`src/rtl/dmem_arbiter_pkg.sv`:
```
// Shared types and constants for the data-RAM arbiter.
// No logic; imported by the arbiter, its sub-module and the bench.
package dmem_pkg;
  typedef logic master_id_t;

  localparam master_id_t MST_CORE = 1'b0;
  localparam master_id_t MST_DBG  = 1'b1;

  localparam logic [31:0] DMEM_ERR_RDATA = 32'hBADACCE5;
endpackage

```
`src/rtl/dmem_arbiter_if.sv`:
```
// Two-master req/gnt/rvalid bus; per-master fields are packed [1:0] arrays indexed by master id.
// The response data bus is shared and qualified per master by rvalid.
interface dmem_arbiter_if #(
  parameter int ADDR_WIDTH = 15,
  parameter int DATA_WIDTH = 32
);
  localparam int BE_WIDTH = DATA_WIDTH / 8;

  logic [1:0]                 req;
  logic [1:0]                 gnt;
  logic [1:0]                 we;
  logic [1:0][ADDR_WIDTH-1:0] addr;
  logic [1:0][BE_WIDTH-1:0]   be;
  logic [1:0][DATA_WIDTH-1:0] wdata;
  logic [1:0]                 rvalid;
  logic [1:0]                 err;
  logic [DATA_WIDTH-1:0]      rdata;

  modport master (output req, we, addr, be, wdata, input gnt, rvalid, rdata, err);
  modport slave  (input req, we, addr, be, wdata, output gnt, rvalid, rdata, err);
endinterface

```
`src/rtl/dmem_arbiter_rr_arb2.sv`:
```
// Two-way round-robin arbiter with a debug lock; grant is combinational, pointer/lock update on grant.
// Reset masks all grants so nothing reaches the RAM while rst is high.
module rr_arb2
  import dmem_pkg::*;
(
  input  logic       clk,
  input  logic       rst,
  input  logic [1:0] req,
  input  logic       lock,
  output logic [1:0] gnt,
  output master_id_t gnt_id
);
  master_id_t rr_ptr;
  logic       lock_q;

  always_comb begin
    gnt = 2'b00;
    if (rst) begin
      gnt = 2'b00;
    end else if (lock_q) begin
      gnt[MST_DBG] = req[MST_DBG];
    end else if (&req) begin
      gnt[rr_ptr] = 1'b1;
    end else begin
      gnt = req;
    end
    gnt_id = gnt[MST_DBG] ? MST_DBG : MST_CORE;
  end

  always_ff @(posedge clk) begin
    if (rst) begin
      rr_ptr <= MST_CORE;
      lock_q <= 1'b0;
    end else begin
      if (|gnt) rr_ptr <= ~gnt_id;
      // Lock also drops as soon as the debug master stops requesting.
      if (gnt[MST_DBG])       lock_q <= lock;
      else if (!req[MST_DBG]) lock_q <= 1'b0;
    end
  end
endmodule

```
`src/rtl/dmem_arbiter.sv`:
```
// Arbitrates two masters onto the single-port data RAM; response returns 1 cycle after grant, no backpressure.
// Optional range/alignment check enabled by DMEM_ARB_RANGE_CHECK_EN.
module dmem_arbiter
  import dmem_pkg::*;
#(
  parameter int RAM_SIZE   = 32768,
  parameter int ADDR_WIDTH = $clog2(RAM_SIZE),
  parameter int DATA_WIDTH = 32,
  parameter int BE_WIDTH   = DATA_WIDTH / 8
) (
  input  logic                  clk,
  input  logic                  rst_i,
  dmem_arbiter_if.slave         bus,
  input  logic                  lock_i,
  output logic                  ram_en_o,
  output logic [ADDR_WIDTH-1:0] ram_addr_o,
  output logic                  ram_we_o,
  output logic [BE_WIDTH-1:0]   ram_be_o,
  output logic [DATA_WIDTH-1:0] ram_wdata_o,
  input  logic [DATA_WIDTH-1:0] ram_rdata_i
);
  logic [1:0]            gnt;
  master_id_t            gnt_id;
  logic                  oor;
  logic                  resp_valid_q;
  master_id_t            resp_id_q;
  logic                  resp_err_q;
  logic [DATA_WIDTH-1:0] rdata_q;
  logic [DATA_WIDTH-1:0] resp_data;

  rr_arb2 u_arb (
    .clk    (clk),
    .rst    (rst_i),
    .req    (bus.req),
    .lock   (lock_i),
    .gnt    (gnt),
    .gnt_id (gnt_id)
  );

  assign bus.gnt = gnt;

`ifdef DMEM_ARB_RANGE_CHECK_EN
  assign oor = (|gnt) && ((32'(bus.addr[gnt_id]) >= 32'(RAM_SIZE)) ||
                          (bus.addr[gnt_id][1:0] != 2'b00));
`else
  assign oor = 1'b0;
`endif

  always_comb begin
    ram_en_o    = 1'b0;
    ram_addr_o  = '0;
    ram_we_o    = 1'b0;
    ram_be_o    = '0;
    ram_wdata_o = '0;
    if ((|gnt) && !oor) begin
      ram_en_o    = 1'b1;
      ram_addr_o  = bus.addr[gnt_id];
      ram_we_o    = bus.we[gnt_id];
      ram_be_o    = bus.be[gnt_id];
      ram_wdata_o = bus.wdata[gnt_id];
    end
  end

  always_ff @(posedge clk) begin
    if (rst_i) begin
      resp_valid_q <= 1'b0;
      resp_id_q    <= MST_CORE;
      resp_err_q   <= 1'b0;
      rdata_q      <= '0;
    end else begin
      resp_valid_q <= |gnt;
      resp_id_q    <= gnt_id;
      resp_err_q   <= oor;
      if (resp_valid_q) rdata_q <= resp_data;
    end
  end

  assign resp_data = resp_err_q ? DATA_WIDTH'(DMEM_ERR_RDATA) : ram_rdata_i;

  // A response landing in a reset cycle is dropped rather than delivered.
  always_comb begin
    bus.rvalid = 2'b00;
    bus.err    = 2'b00;
    bus.rdata  = rdata_q;
    if (resp_valid_q && !rst_i) begin
      bus.rvalid[resp_id_q] = 1'b1;
      bus.err[resp_id_q]    = resp_err_q;
      bus.rdata             = resp_data;
    end
  end
endmodule

```
`src/flat_wrapper.sv`:
```
// flat-port wrapper written by rule: the top's interface ports become plain ports
module dmem_arbiter_flat import dmem_pkg::*;
#(
  parameter int RAM_SIZE   = 32768,
  parameter int ADDR_WIDTH = $clog2(RAM_SIZE),
  parameter int DATA_WIDTH = 32,
  parameter int BE_WIDTH   = DATA_WIDTH / 8
)
  (clk, rst_i, lock_i, ram_en_o, ram_addr_o, ram_we_o, ram_be_o, ram_wdata_o, ram_rdata_i, bus_req, bus_we, bus_addr, bus_be, bus_wdata, bus_gnt, bus_rvalid, bus_rdata, bus_err);
  dmem_arbiter_if #(.ADDR_WIDTH(ADDR_WIDTH), .DATA_WIDTH(DATA_WIDTH)) bus_i ();
  input  logic clk;
  input  logic rst_i;
  input  logic lock_i;
  output logic ram_en_o;
  output logic [ADDR_WIDTH-1:0] ram_addr_o;
  output logic ram_we_o;
  output logic [BE_WIDTH-1:0] ram_be_o;
  output logic [DATA_WIDTH-1:0] ram_wdata_o;
  input  logic [DATA_WIDTH-1:0] ram_rdata_i;
  input wire logic [$bits(bus_i.req)-1:0] bus_req;
  input wire logic [$bits(bus_i.we)-1:0] bus_we;
  input wire logic [$bits(bus_i.addr)-1:0] bus_addr;
  input wire logic [$bits(bus_i.be)-1:0] bus_be;
  input wire logic [$bits(bus_i.wdata)-1:0] bus_wdata;
  output wire logic [$bits(bus_i.gnt)-1:0] bus_gnt;
  output wire logic [$bits(bus_i.rvalid)-1:0] bus_rvalid;
  output wire logic [$bits(bus_i.rdata)-1:0] bus_rdata;
  output wire logic [$bits(bus_i.err)-1:0] bus_err;
  assign bus_i.req = bus_req;
  assign bus_i.we = bus_we;
  assign bus_i.addr = bus_addr;
  assign bus_i.be = bus_be;
  assign bus_i.wdata = bus_wdata;
  assign bus_gnt = bus_i.gnt;
  assign bus_rvalid = bus_i.rvalid;
  assign bus_rdata = bus_i.rdata;
  assign bus_err = bus_i.err;
  dmem_arbiter #(.RAM_SIZE(RAM_SIZE), .ADDR_WIDTH(ADDR_WIDTH), .DATA_WIDTH(DATA_WIDTH), .BE_WIDTH(BE_WIDTH)) u_core (.clk(clk), .rst_i(rst_i), .bus(bus_i), .lock_i(lock_i), .ram_en_o(ram_en_o), .ram_addr_o(ram_addr_o), .ram_we_o(ram_we_o), .ram_be_o(ram_be_o), .ram_wdata_o(ram_wdata_o), .ram_rdata_i(ram_rdata_i));
endmodule
```
`config.mk`:
```
export PLATFORM = sky130hd
export DESIGN_NAME = dmem_arbiter_flat
export DESIGN_NICKNAME = d
export VERILOG_FILES = /design/src/rtl/dmem_arbiter_pkg.sv /design/src/rtl/dmem_arbiter_if.sv /design/src/rtl/dmem_arbiter_rr_arb2.sv /design/src/rtl/dmem_arbiter.sv /design/src/flat_wrapper.sv
export SDC_FILE = /design/constraint.sdc
export NUM_CORES = 1
export LEC_CHECK = 0
export ABC_AREA = 1
export CORE_AREA = 2 2 114 116
export DETAILED_ROUTE_END_ITERATION = 8
export DIE_AREA = 0 0 116 118
export SLEW_MARGIN = 10
export SYNTH_ARGS = -nofsm -noshare
export SYNTH_HDL_FRONTEND = slang
export SYNTH_SLANG_ARGS = --single-unit
```
`constraint.sdc`:
```
create_clock -name clk -period 2.15 [get_ports clk]
set_input_delay 0.215 -clock clk [delete_from_list [all_inputs] [get_ports clk]]
set_output_delay 0.215 -clock clk [all_outputs]
set_load 0.01 [all_outputs]
```
==> run summary, run 1 <==
Status - completed
PwrDens - 447.7 nW/um^2
Ys async rst share - 0%
Register share of total power - 29.3%
CTS tree - built
Clock Sinks - 36
DRC viols - 0
Post-synthesis mux area share - 0%
Worst Path Buf+Inv - 3
Core Area - 12410 um^2
RSZ-0062 raised after global routing - false
Post-Synth XOR/XNOR Area - 0%
DIE WIDTH - 116 um
Port bufs - 229
Power share of the clock group - 27.6%
Setup TNS - 0 ps
GP Congestion - 0.8266
Worst reg2reg path depth - 3
Average size of a mapped cell - 5.598 um^2
WL final - 11630 um
DR vias - 3981
Post-Synth Adder-Cell Area - 0%
Compound-cell area share of the yosys netlist - 21.29%
Simple logic cell fraction of the synthesized area - 29.25%
HPWL Detailed - 9020 um
Data arrival time of the critical path - 1830 ps
Post-DRT Antenna Nets - 0
Reg clk slew, reported paths - 60 ps
CP Max Fanout - 14
Count of cell types in the netlist - 20
Hold Path Origin - lock_i
R2R Setup Slk - 1100 ps
Max-cap violations - 0
Worst-skew pair later-pin latency - 280 ps
Sequential fraction of the synthesis area - 24.52%
Slowest stage delay, CP - 480 ps
Worst Skew - 8.993 ps
First-pass GRT wire length - 17580 um
Congestion Overflow GR - 0
Net Sw Power - 0.0007719 W
Worst r2r src - u_core.resp_valid_q$_SDFF_PP0_
Final #Nets - 888
Hold endpoint - u_core.u_arb.lock_q$_SDFFE_PP0P_
Number of global-route vias before repair - 3646
Area growth, synth to finish - 92.08%
Die ar. - 13690 um^2
HP Class - in2reg
Core Util, Final - 45.47%
Tcrit/Tclk final - 95.17%
Static leakage - 2.728 nW
Cells after Synth - 525
CP Class - in2out
Largest net degree at the start of global routing - 53
FF+latch area - 720.7 um^2
DR pass1 iterations - 4
Antenna violations before repair - 0
CTS Hold Buffers Added - 0
CP Capture Type - output pin
Minimum clock period - 2046 ps
Leading cell types in the layout, fill and taps excluded - clkdlybuf4s50_1, inv_1, nand2_1, nor2_1, a21oi_1
VDD IR-drop max - 0.2958 mV
# diodes - 0
WL per Instance - 12.64 um
Row Count - 41
Top FF cell, synth - dfxtp_1
Initial core utilization - 23.67%
Most common cell after layout, fill and taps aside - clkdlybuf4s50_1
Critical Path Start Type - primary input
EDFF count, synth - 0
Fmax - 0.4887 GHz
Root Buffer - clkbuf_16
H-Tree Depth - 2
Synth Register Bits - 36
Largest family of logic cells by synthesized area - simple AND/OR/NAND/NOR gates
Crit path max-delay family - buffers and inverters
Worst path depth - 8
Pins over their slew limit - 0
Post-Syn Area - 2939 um^2
Total track usage - 15.69%
Final setup fails - 0
# IOs - 232
Die Y - 118 um
Post-DR vias/cell - 4.327
CP most frequent cell - nand2_2
CTS Buf Count - 5
CP Cell Sequence - clkdlybuf4s50_1 -> nand2_2 -> nand2_2 -> nand2_4 -> bufbuf_16 -> nand2_1 -> nor2_1 -> dlygate4sd2_1
Combinational share of power - 43.1%
Area of the multi-input gates - 1498 um^2
Synth Warn # - 0
Share of cells above drive strength 1 - 6.016%
Final hold viol count - 0
Fill count - 1318
DRT iter0 DRCs - 180
Worst r2r dst - u_core.rdata_q[9]$_SDFFE_PP0P_
Internal Power - 0.001756 W
CP required - 1930 ps
Switching Share - 30.54%
Worst Setup SP - bus_req[0]
Hold Crit Depth - 3
Clock Path Buffers - 2
Slowest cell on the critical path - clkdlybuf4s50_1
-- worst max-delay path by stage --
stage	endpoint	slack, ps
after global placement	ram_wdata_o[19]	-150
after global routing	ram_addr_o[14]	3
final	ram_wdata_o[7]	100
after CTS	ram_addr_o[5]	-50
after floorplan	ram_wdata_o[19]	850
after detailed placement	ram_wdata_o[19]	-220
-- power groups by stage --
stage          clock network (W)  logic (W)  registers (W)
2_1_floorplan                  0   0.000483       0.000747
3_3_place_gp                   0    0.00111       0.000751
3_5_place_dp                   0    0.00112       0.000754
4_1_cts                 0.000722    0.00110       0.000740
5_1_grt                 0.000753    0.00119       0.000746
6_report                0.000698    0.00109       0.000740
-- sequential cells by signal, indices dropped and copies added (netlist names) --
name,count
u_core.rdata_q,32
u_core.resp_id_q,1
u_core.resp_valid_q,1
u_core.u_arb.lock_q,1
u_core.u_arb.rr_ptr,1
-- final cells by class --
cell class	instances	share of cell area, %
clock inverter	1	0.1551
tap	172	3.812
multi-input combinational	323	26.53
timing repair buffer	258	46.21
clock buffer	7	2.349
sequential	36	12.77
inverter	123	8.178
-- cell families after synthesis --
group / count (synthesis)
AO/OA/AOI/OAI: 117
buffers and inverters: 167
flip-flops: 36
other: 1
AND/OR/NAND/NOR: 204
-- Yosys cell counts (2+ instances only) --
cell | n | share of area, %
a21oi_1 | 53 | 9.0
buf_1 | 7 | 0.89
buf_2 | 13 | 2.2
buf_4 | 17 | 4.3
buf_6 | 3 | 1.1
clkbuf_1 | 4 | 0.51
dfxtp_1 | 36 | 25
inv_1 | 122 | 16
nand2_1 | 88 | 11
nand2_2 | 2 | 0.43
nand3_1 | 52 | 8.9
nor2_1 | 58 | 7.4
o21ai_0 | 32 | 5.4
o22ai_1 | 32 | 6.8
-- metrics by stage --
stage          std cells  setup WS (ps)  hold slack, ps  total power, W  area [um^2]
4_1_cts              920         -50.09           448.7        0.002557         5637
6_report             920          103.9           457.1        0.002528         5645
2_1_floorplan        526          847.7           327.2        0.001230         2943
3_3_place_gp         909         -151.3           449.7        0.001863         5505
5_1_grt              920          2.891           464.1        0.002686         5645
3_5_place_dp         909         -215.3           452.7        0.001878         5505
-- layer usage --
layer	vias up	wire, um	global-route usage [%]	part of all wire (%)
li1	2057	-	-	-
met1	1767	4820	18.54	41
met3	21	837	4.068	7.2
met4	0	238	4.167	2.0
met5	-	0	0	0
met2	136	5736	27.74	49
-- worst min-delay path, stage by stage --
cell and delay [ps]:
clkdlybuf4s50_1 390, inv_1 50, nor2_1 30
-- repair_timing --
| item | in CTS | in global routing |
|---|---|---|
| buffers inserted | 2 | 0 |
| setup endpoints to repair | 61 | 8 |
| gates resized for setup | 53 | 12 |
| cloned | 1 | 0 |
Power figures use the tool's default switching activity.
==> inputs of run 2 (changes only) <==
--- a/config.mk
+++ b/config.mk
@@ -6,10 +6,13 @@
 export NUM_CORES = 1
 export LEC_CHECK = 0
 export ABC_AREA = 1
-export CORE_AREA = 2 2 114 116
+export CORE_AREA = 2 2 108 110
 export DETAILED_ROUTE_END_ITERATION = 8
-export DIE_AREA = 0 0 116 118
+export DIE_AREA = 0 0 110 112
+export GPL_ROUTABILITY_DRIVEN = 0
+export REMOVE_ABC_BUFFERS = 1
 export SLEW_MARGIN = 10
 export SYNTH_ARGS = -nofsm -noshare
 export SYNTH_HDL_FRONTEND = slang
+export SYNTH_HIERARCHICAL = 1
 export SYNTH_SLANG_ARGS = --single-unit
==> run summary, run 2 <==
Status - completed
Core Area - 11170 um^2 (-10%)
Cells after Synth - 512 (-2.5%)
Pins over their slew limit - 0 (unchanged)
RSZ-0062 raised after global routing - true
Data arrival time of the critical path - 1870 ps (+40 ps)
CTS tree - built
Post-Place Cells - 877 (-3.5%)
Leading cell types in the layout, fill and taps excluded - nand2_1, clkdlybuf4s50_1, nor2_1, inv_1, dlymetal6s2s_1
Layout Cells excl Fill - 892 (-3.0%)
Post-Syn Area - 2619 um^2 (-11%)
CP required - 1930 ps (about the same)
CP Max Fanout - 20 (+6)
Reg clk slew, reported paths - 50 ps (about the same)
CP Capture Type - output pin
Synth Register Bits - 36 (unchanged)
Final hold viol count - 0 (unchanged)
Count of cell types in the netlist - 15 (-25%)
Root Buffer - clkbuf_16
Clock Sinks - 36 (unchanged)
Most common cell after layout, fill and taps aside - nand2_1
DR vias - 3619 (-9.1%)
Dominant cell type by area after synthesis - nand2_1
Top cells by count, synth - nand2_1, nor2_1, inv_1
Congestion Overflow GR - 0 (unchanged)
Max reg flops - 32 (unchanged)
Area of the multi-input gates - 1498 um^2 (unchanged)
Fill count - 1165 (-12%)
Worst Skew - 3.845 ps (-5.148 ps)
HP Class - reg2reg
VDD IR-drop max - 0.3368 mV (+14%)
# IOs - 232 (unchanged)
Placed cell area - 5111 um^2 (-7.2%)
Share of cells above drive strength 1 - 10.55% (+4.5 points)
Post-DRT Antenna Nets - 0 (unchanged)
Critical Path Start Type - primary input
Total track usage - 16.64% (+0.95 points)
Setup TNS - 0 ps (unchanged)
WL per Instance - 12.33 um (-2.4%)
Sequential fraction of the synthesis area - 27.52% (+3.0 points)
Initial core utilization - 23.44% (-0.24 points)
Area growth, synth to finish - 105.6%
Clock Path Buffers - 2 (unchanged)
Average size of a mapped cell - 5.115 um^2 (-8.6%)
Ys async rst share - 0% (unchanged)
Row Count - 39 (-4.9%)
Max-cap violations - 0 (unchanged)
First-pass GRT wire length - 16360 um (-7.0%)
Most common cell in the netlist - nand2_1
WL final - 11000 um (-5.4%)
Core Util, Final - 48.18% (+2.7 points)
CP Class - in2out
Top FF cell, synth - dfxtp_1
CTS Buf Count - 5 (unchanged)
Tcrit/Tclk final - 96.91% (+1.7 points)
Minimum clock period - 2084 ps (+37.51 ps)
Synth Warn # - 6 (+6)
HPWL Detailed - 8545 um (-5.3%)
Antenna violations before repair - 0 (unchanged)
DR pass1 iterations - 4 (unchanged)
DRT iter0 DRCs - 203 (+13%)
Most flops, register - u_core/rdata_q
Die Y - 112 um (-5.1%)
FF+latch area - 720.7 um^2 (unchanged)
Final setup fails - 0 (unchanged)
# diodes - 0 (unchanged)
Port bufs - 229 (unchanged)
Top cells by area, synth - nand2_1, dfxtp_1, nor2_1
Largest net degree at the start of global routing - 33 (-38%)
Final WS setup - 66.40 ps (-37.51 ps)
Number of global-route vias before repair - 3510 (-3.7%)
Fmax - 0.4799 GHz (-1.8%)
DIE WIDTH - 110 um (-5.2%)
Final #Nets - 889 (+0.11%)
Static leakage - 3.440 nW (+26%)
Worst-skew pair later-pin latency - 270 ps (about the same)
Share of the synthesized area in the top cell type - 38.56% (+14 points)
Die ar. - 12320 um^2 (-10%)
DRC viols - 0 (unchanged)
EDFF count, synth - 0 (unchanged)
Pre-CTS setup slack - -311.4 ps (-96.09 ps)
H-Tree Depth - 2 (unchanged)
Post-DR vias/cell - 4.057 (-6.2%)
PwrDens - 449.0 nW/um^2 (+0.29%)
Post-Layout Inst Area - 5384 um^2 (-4.6%)
## run 2: changes by cell type after synthesis, sizes merged
cell	change
a21oi	-50
and2	+1
buf	-11
clkbuf	-4
inv	-63
nand2	+179
nand3	-53
nor2	+53
o21ai	-32
o22ai	-32
or2	-1
## run 2: path summary, 6_finish.rpt
path / start / endpoint / slack, ps / depth (start not counted)
hold / removal: u_core/rdata_q[5]$_SDFFE_PP0P_ / u_core/rdata_q[5]$_SDFFE_PP0P_ / 450 / 2
setup / recovery: rst_i / ram_wdata_o[21] / 70 / 11
hold reg to reg: u_core/rdata_q[5]$_SDFFE_PP0P_ / u_core/rdata_q[5]$_SDFFE_PP0P_ / 450 / 2
setup reg to reg: u_core/u_arb/rr_ptr$_SDFFE_PP0P_ / u_core/u_arb/lock_q$_SDFFE_PP0P_ / 1030 / 4
## run 2: kinds of logic (layout without fill, tap and decap cells)
family / count (synthesis) / count (layout) / synth area share [%]
and+or+nand+nor: 383 / 383 / 55.47
buffers and inverters: 89 / 325 / 16.15
DFF: 36 / 36 / 27.52
AOI/OAI and AO/OA: 3 / 3 / 0.7168
other: 1 / 2 / 0.1432
## run 2: layout make-up
class	count	area share [%]
timing repair buffer	257	48.25
multi-input combinational	388	27.82
sequential	36	13.39
inverter	60	4.183
tap	143	3.323
clock buffer	6	2.394
clock inverter	2	0.6507
## run 2: critical path: stages
cell and delay, ps:
clkdlybuf4s50_1 450, inv_1 100, nand2_1 90, a21oi_4 170, buf_6 120, buf_8 130, buf_12 150, nand2_1 60
nand2_1 60, nor2_1 30, dlygate4sd2_1 290
## run 2: where the power goes
part           internal [W]  switching (W)
registers          0.000703      0.0000177
clock network      0.000544       0.000242
logic              0.000516       0.000396
total               0.00176       0.000655
## run 2: per-stage QoR
step | total power (W) | hold slack, ps
after floorplan | 0.001060 | 284.1
after global routing | 0.002569 | 467.2
after detailed placement | 0.001671 | 439.8
after global placement | 0.001664 | 435.6
final | 0.002418 | 449.4
after CTS | 0.002451 | 453.4
## run 2: what timing repair did
action | 4_1_cts | 5_1_grt
buffers inserted | 0 | 2
endpoints found under the hold margin | 0 | 0
setup endpoints to repair | 54 | 44
hold buffers | 0 | 0
cloned | 1 | 4
pin swaps | 1 | 2
gates resized for setup | 63 | 113
## run 2: per-layer routing
layer	up-vias	share of wire [%]	global-route usage, %
met4	0	1.3	4.051
met5	-	0	0
met2	152	51	31.33
met3	10	12	6.850
li1	1925	-	-
met1	1532	36	16.52
==> inputs of run 3 (changes only) <==
==> constraint.sdc (replaced) <==
create_clock -name clk -period 2.15 [get_ports clk]
set_input_delay 0.645 -clock clk [delete_from_list [all_inputs] [get_ports clk]]
set_output_delay 0.645 -clock clk [all_outputs]
set_load 0.01 [all_outputs]
==> run summary, run 3 (synthesis gave the netlist of run 2 again) <==
Register share of total power - 25.4% (-4.4 points)
Worst r2r src - u_core/u_arb/lock_q$_SDFFE_PP0P_
Final WS setup - -377.0 ps (-443.4 ps)
Most flops, register - u_core/rdata_q
Core Util, Final - 64.16% (+16 points)
DRC viols - 0 (unchanged)
Tcrit/Tclk final - 117.5% (+21 points)
Worst reg2reg path depth - 19 (+15)
Worst Skew - 2.468 ps (-1.377 ps)
VDD IR-drop max - 0.3228 mV (-4.2%)
Number of global-route vias before repair - 4042 (+15%)
Hold Slack - 451.7 ps (+2.300 ps)
Hold Crit Depth - 2 (unchanged)
Post-DR vias/cell - 4.249 (+4.7%)
Minimum clock period - 2527 ps (+443.4 ps)
Row Count - 39 (unchanged)
Reg clk slew, reported paths - 60 ps (about the same)
Crit path max-delay family - buffers and inverters
Post-DRT Antenna Nets - 0 (unchanged)
Net Sw Power - 0.0008485 W (+29%)
Post-Place Cells - 910 (+3.8%)
Root Buffer - clkbuf_16
WL per Instance - 14.40 um (+17%)
Layout Cells excl Fill - 1002 (+12%)
WL final - 14420 um (+31%)
Share of cells above drive strength 1 - 43.77% (+33 points)
Die ar. - 12320 um^2 (unchanged)
Violated checks - negative setup slack
CP Max Fanout - 3 (-85%)
Clock Sinks - 36 (unchanged)
DRT iter0 DRCs - 121 (-40%)
Switching Share - 29.54% (+2.4 points)
CTS Hold Buffers Added - 0 (unchanged)
CP Capture Type - register
Largest net degree at the start of global routing - 33 (unchanged)
Leading cell types in the layout, fill and taps excluded - nand2_1, clkdlybuf4s50_1, nor2_1, buf_4, nand2_2
Port bufs - 229 (unchanged)
Core Area - 11170 um^2 (unchanged)
Total track usage - 20.46% (+3.8 points)
Initial core utilization - 23.44% (unchanged)
# IOs - 232 (unchanged)
CP required - 2360 ps (+430 ps)
Power share of the clock group - 27.9% (-4.6 points)
RSZ-0062 raised after global routing - true
DR pass1 iterations - 6 (+2)
Hold Path Origin - u_core/rdata_q[20]$_SDFFE_PP0P_
R2R Setup Slk - -270 ps (-1300 ps)
Worst-skew pair later-pin latency - 270 ps (about the same)
Data arrival time of the critical path - 2740 ps (+870 ps)
Final #Nets - 999 (+12%)
Final setup fails - 86 (+86)
Worst Path Buf+Inv - 15 (+9)
Max reg flops - 32 (unchanged)
Critical Path Start Type - primary input
Internal Power - 0.002024 W (+15%)
CP Cell Sequence - buf_8 -> nor2_4 -> nand2_2 -> buf_4 -> buf_4 -> buf_4 -> buf_4 -> buf_4 -> buf_4 -> buf_4 -> buf_4 -> buf_4 -> buf_4 -> buf_4 -> buf_4 -> buf_4 -> buf_4 -> nand2_1 -> nand2_1 -> nor2_1
DR vias - 4257 (+18%)
Status - finished, violations left
Antenna violations before repair - 0 (unchanged)
CTS Buf Count - 5 (unchanged)
Slowest stage delay, CP - 130 ps (-320 ps)
Setup TNS - -17870 ps (-17870 ps)
First-pass GRT wire length - 19750 um (+21%)
HPWL Detailed - 8719 um (+2.0%)
Most common cell after layout, fill and taps aside - nand2_1
Die Y - 112 um (unchanged)
Fmax - 0.3957 GHz (-18%)
Clock Path Buffers - 2 (unchanged)
Combinational share of power - 46.7% (+9.0 points)
Slowest cell on the critical path - buf_4
DIE WIDTH - 110 um (unchanged)
Hold endpoint - u_core/rdata_q[20]$_SDFFE_PP0P_
HP Class - reg2reg
Final hold viol count - 0 (unchanged)
H-Tree Depth - 2 (unchanged)
CP most frequent cell - buf_4
Area growth, synth to finish - 173.8%
Max-cap violations - 0 (unchanged)
CP Class - in2reg
PwrDens - 400.6 nW/um^2 (-11%)
Worst r2r dst - u_core/u_arb/rr_ptr$_SDFFE_PP0P_
# diodes - 0 (unchanged)
CTS tree - built
Pins over their slew limit - 0 (unchanged)
Congestion Overflow GR - 0 (unchanged)
Static leakage - 3.836 nW (+12%)
## run 3: layout make-up
cell class,instances,area [um^2]
Inverter,60,230.2
Fill cell,927,4005
Timing Repair Buffer,367,3739
Tap cell,143,178.9
Clock inverter,2,35.03
Multi-Input combinational cell,388,2136
Clock buffer,6,128.9
Sequential cell,36,721.9
## run 3: worst reg2reg max path, delay by kind of cell (launching register included)
kind / cells / cell delay (ps)
buf+inv: 14 / 1690
simple gates: 5 / 350
flops: 1 / 340
## run 3: stage by stage
step,area [um^2],setup slack [ps],total power (W)
floorplan,2425,-2878,0.001060
global placement,5371,-1125,0.001691
detailed placement,5371,-1161,0.001698
CTS,6247,-331.6,0.002680
global route,7169,-440.9,0.003013
finish,7169,-377.0,0.002872
## run 3: worst max-delay path by stage
stage | from | to | slack, ps | cells past startpoint
after floorplan | rst_i | ram_addr_o[0] | -2880 | 7
after global placement | rst_i | ram_be_o[1] | -1130 | 10
after detailed placement | rst_i | ram_addr_o[12] | -1160 | 11
after CTS | rst_i | ram_wdata_o[8] | -330 | 12
after global routing | rst_i | ram_addr_o[6] | -440 | 12
final | rst_i | u_core/u_arb/rr_ptr$_SDFFE_PP0P_ | -380 | 20
## run 3: power groups by stage
| stage | clock network [W] | logic [W] | registers, W |
|---|---|---|---|
| 6_report | 0.000800 | 0.00134 | 0.000730 |
| 5_1_grt | 0.000851 | 0.00143 | 0.000733 |
| 4_1_cts | 0.000815 | 0.00114 | 0.000722 |
| 3_5_place_dp | 0 | 0.000964 | 0.000734 |
| 3_3_place_gp | 0 | 0.000958 | 0.000733 |
| 2_1_floorplan | 0 | 0.000330 | 0.000730 |
## run 3: routing by layer
metal / wire [um] / GRT usage, % / part of all wire, % / vias to the layer above
met3: 1358 / 7.494 / 9.4 / 23
met4: 331 / 4.557 / 2.3 / 0
met5: 0 / 0 / 0 / -
li1: - / - / - / 2151
met1: 4853 / 19.52 / 34 / 1901
met2: 7880 / 40.29 / 55 / 182
## run 3: repair_timing
item | in CTS | in global routing
resized for setup | 493 | 176
pin swaps | 18 | 45
buffers inserted | 49 | 24
setup endpoints to repair | 89 | 89
gates cloned | 12 | 8
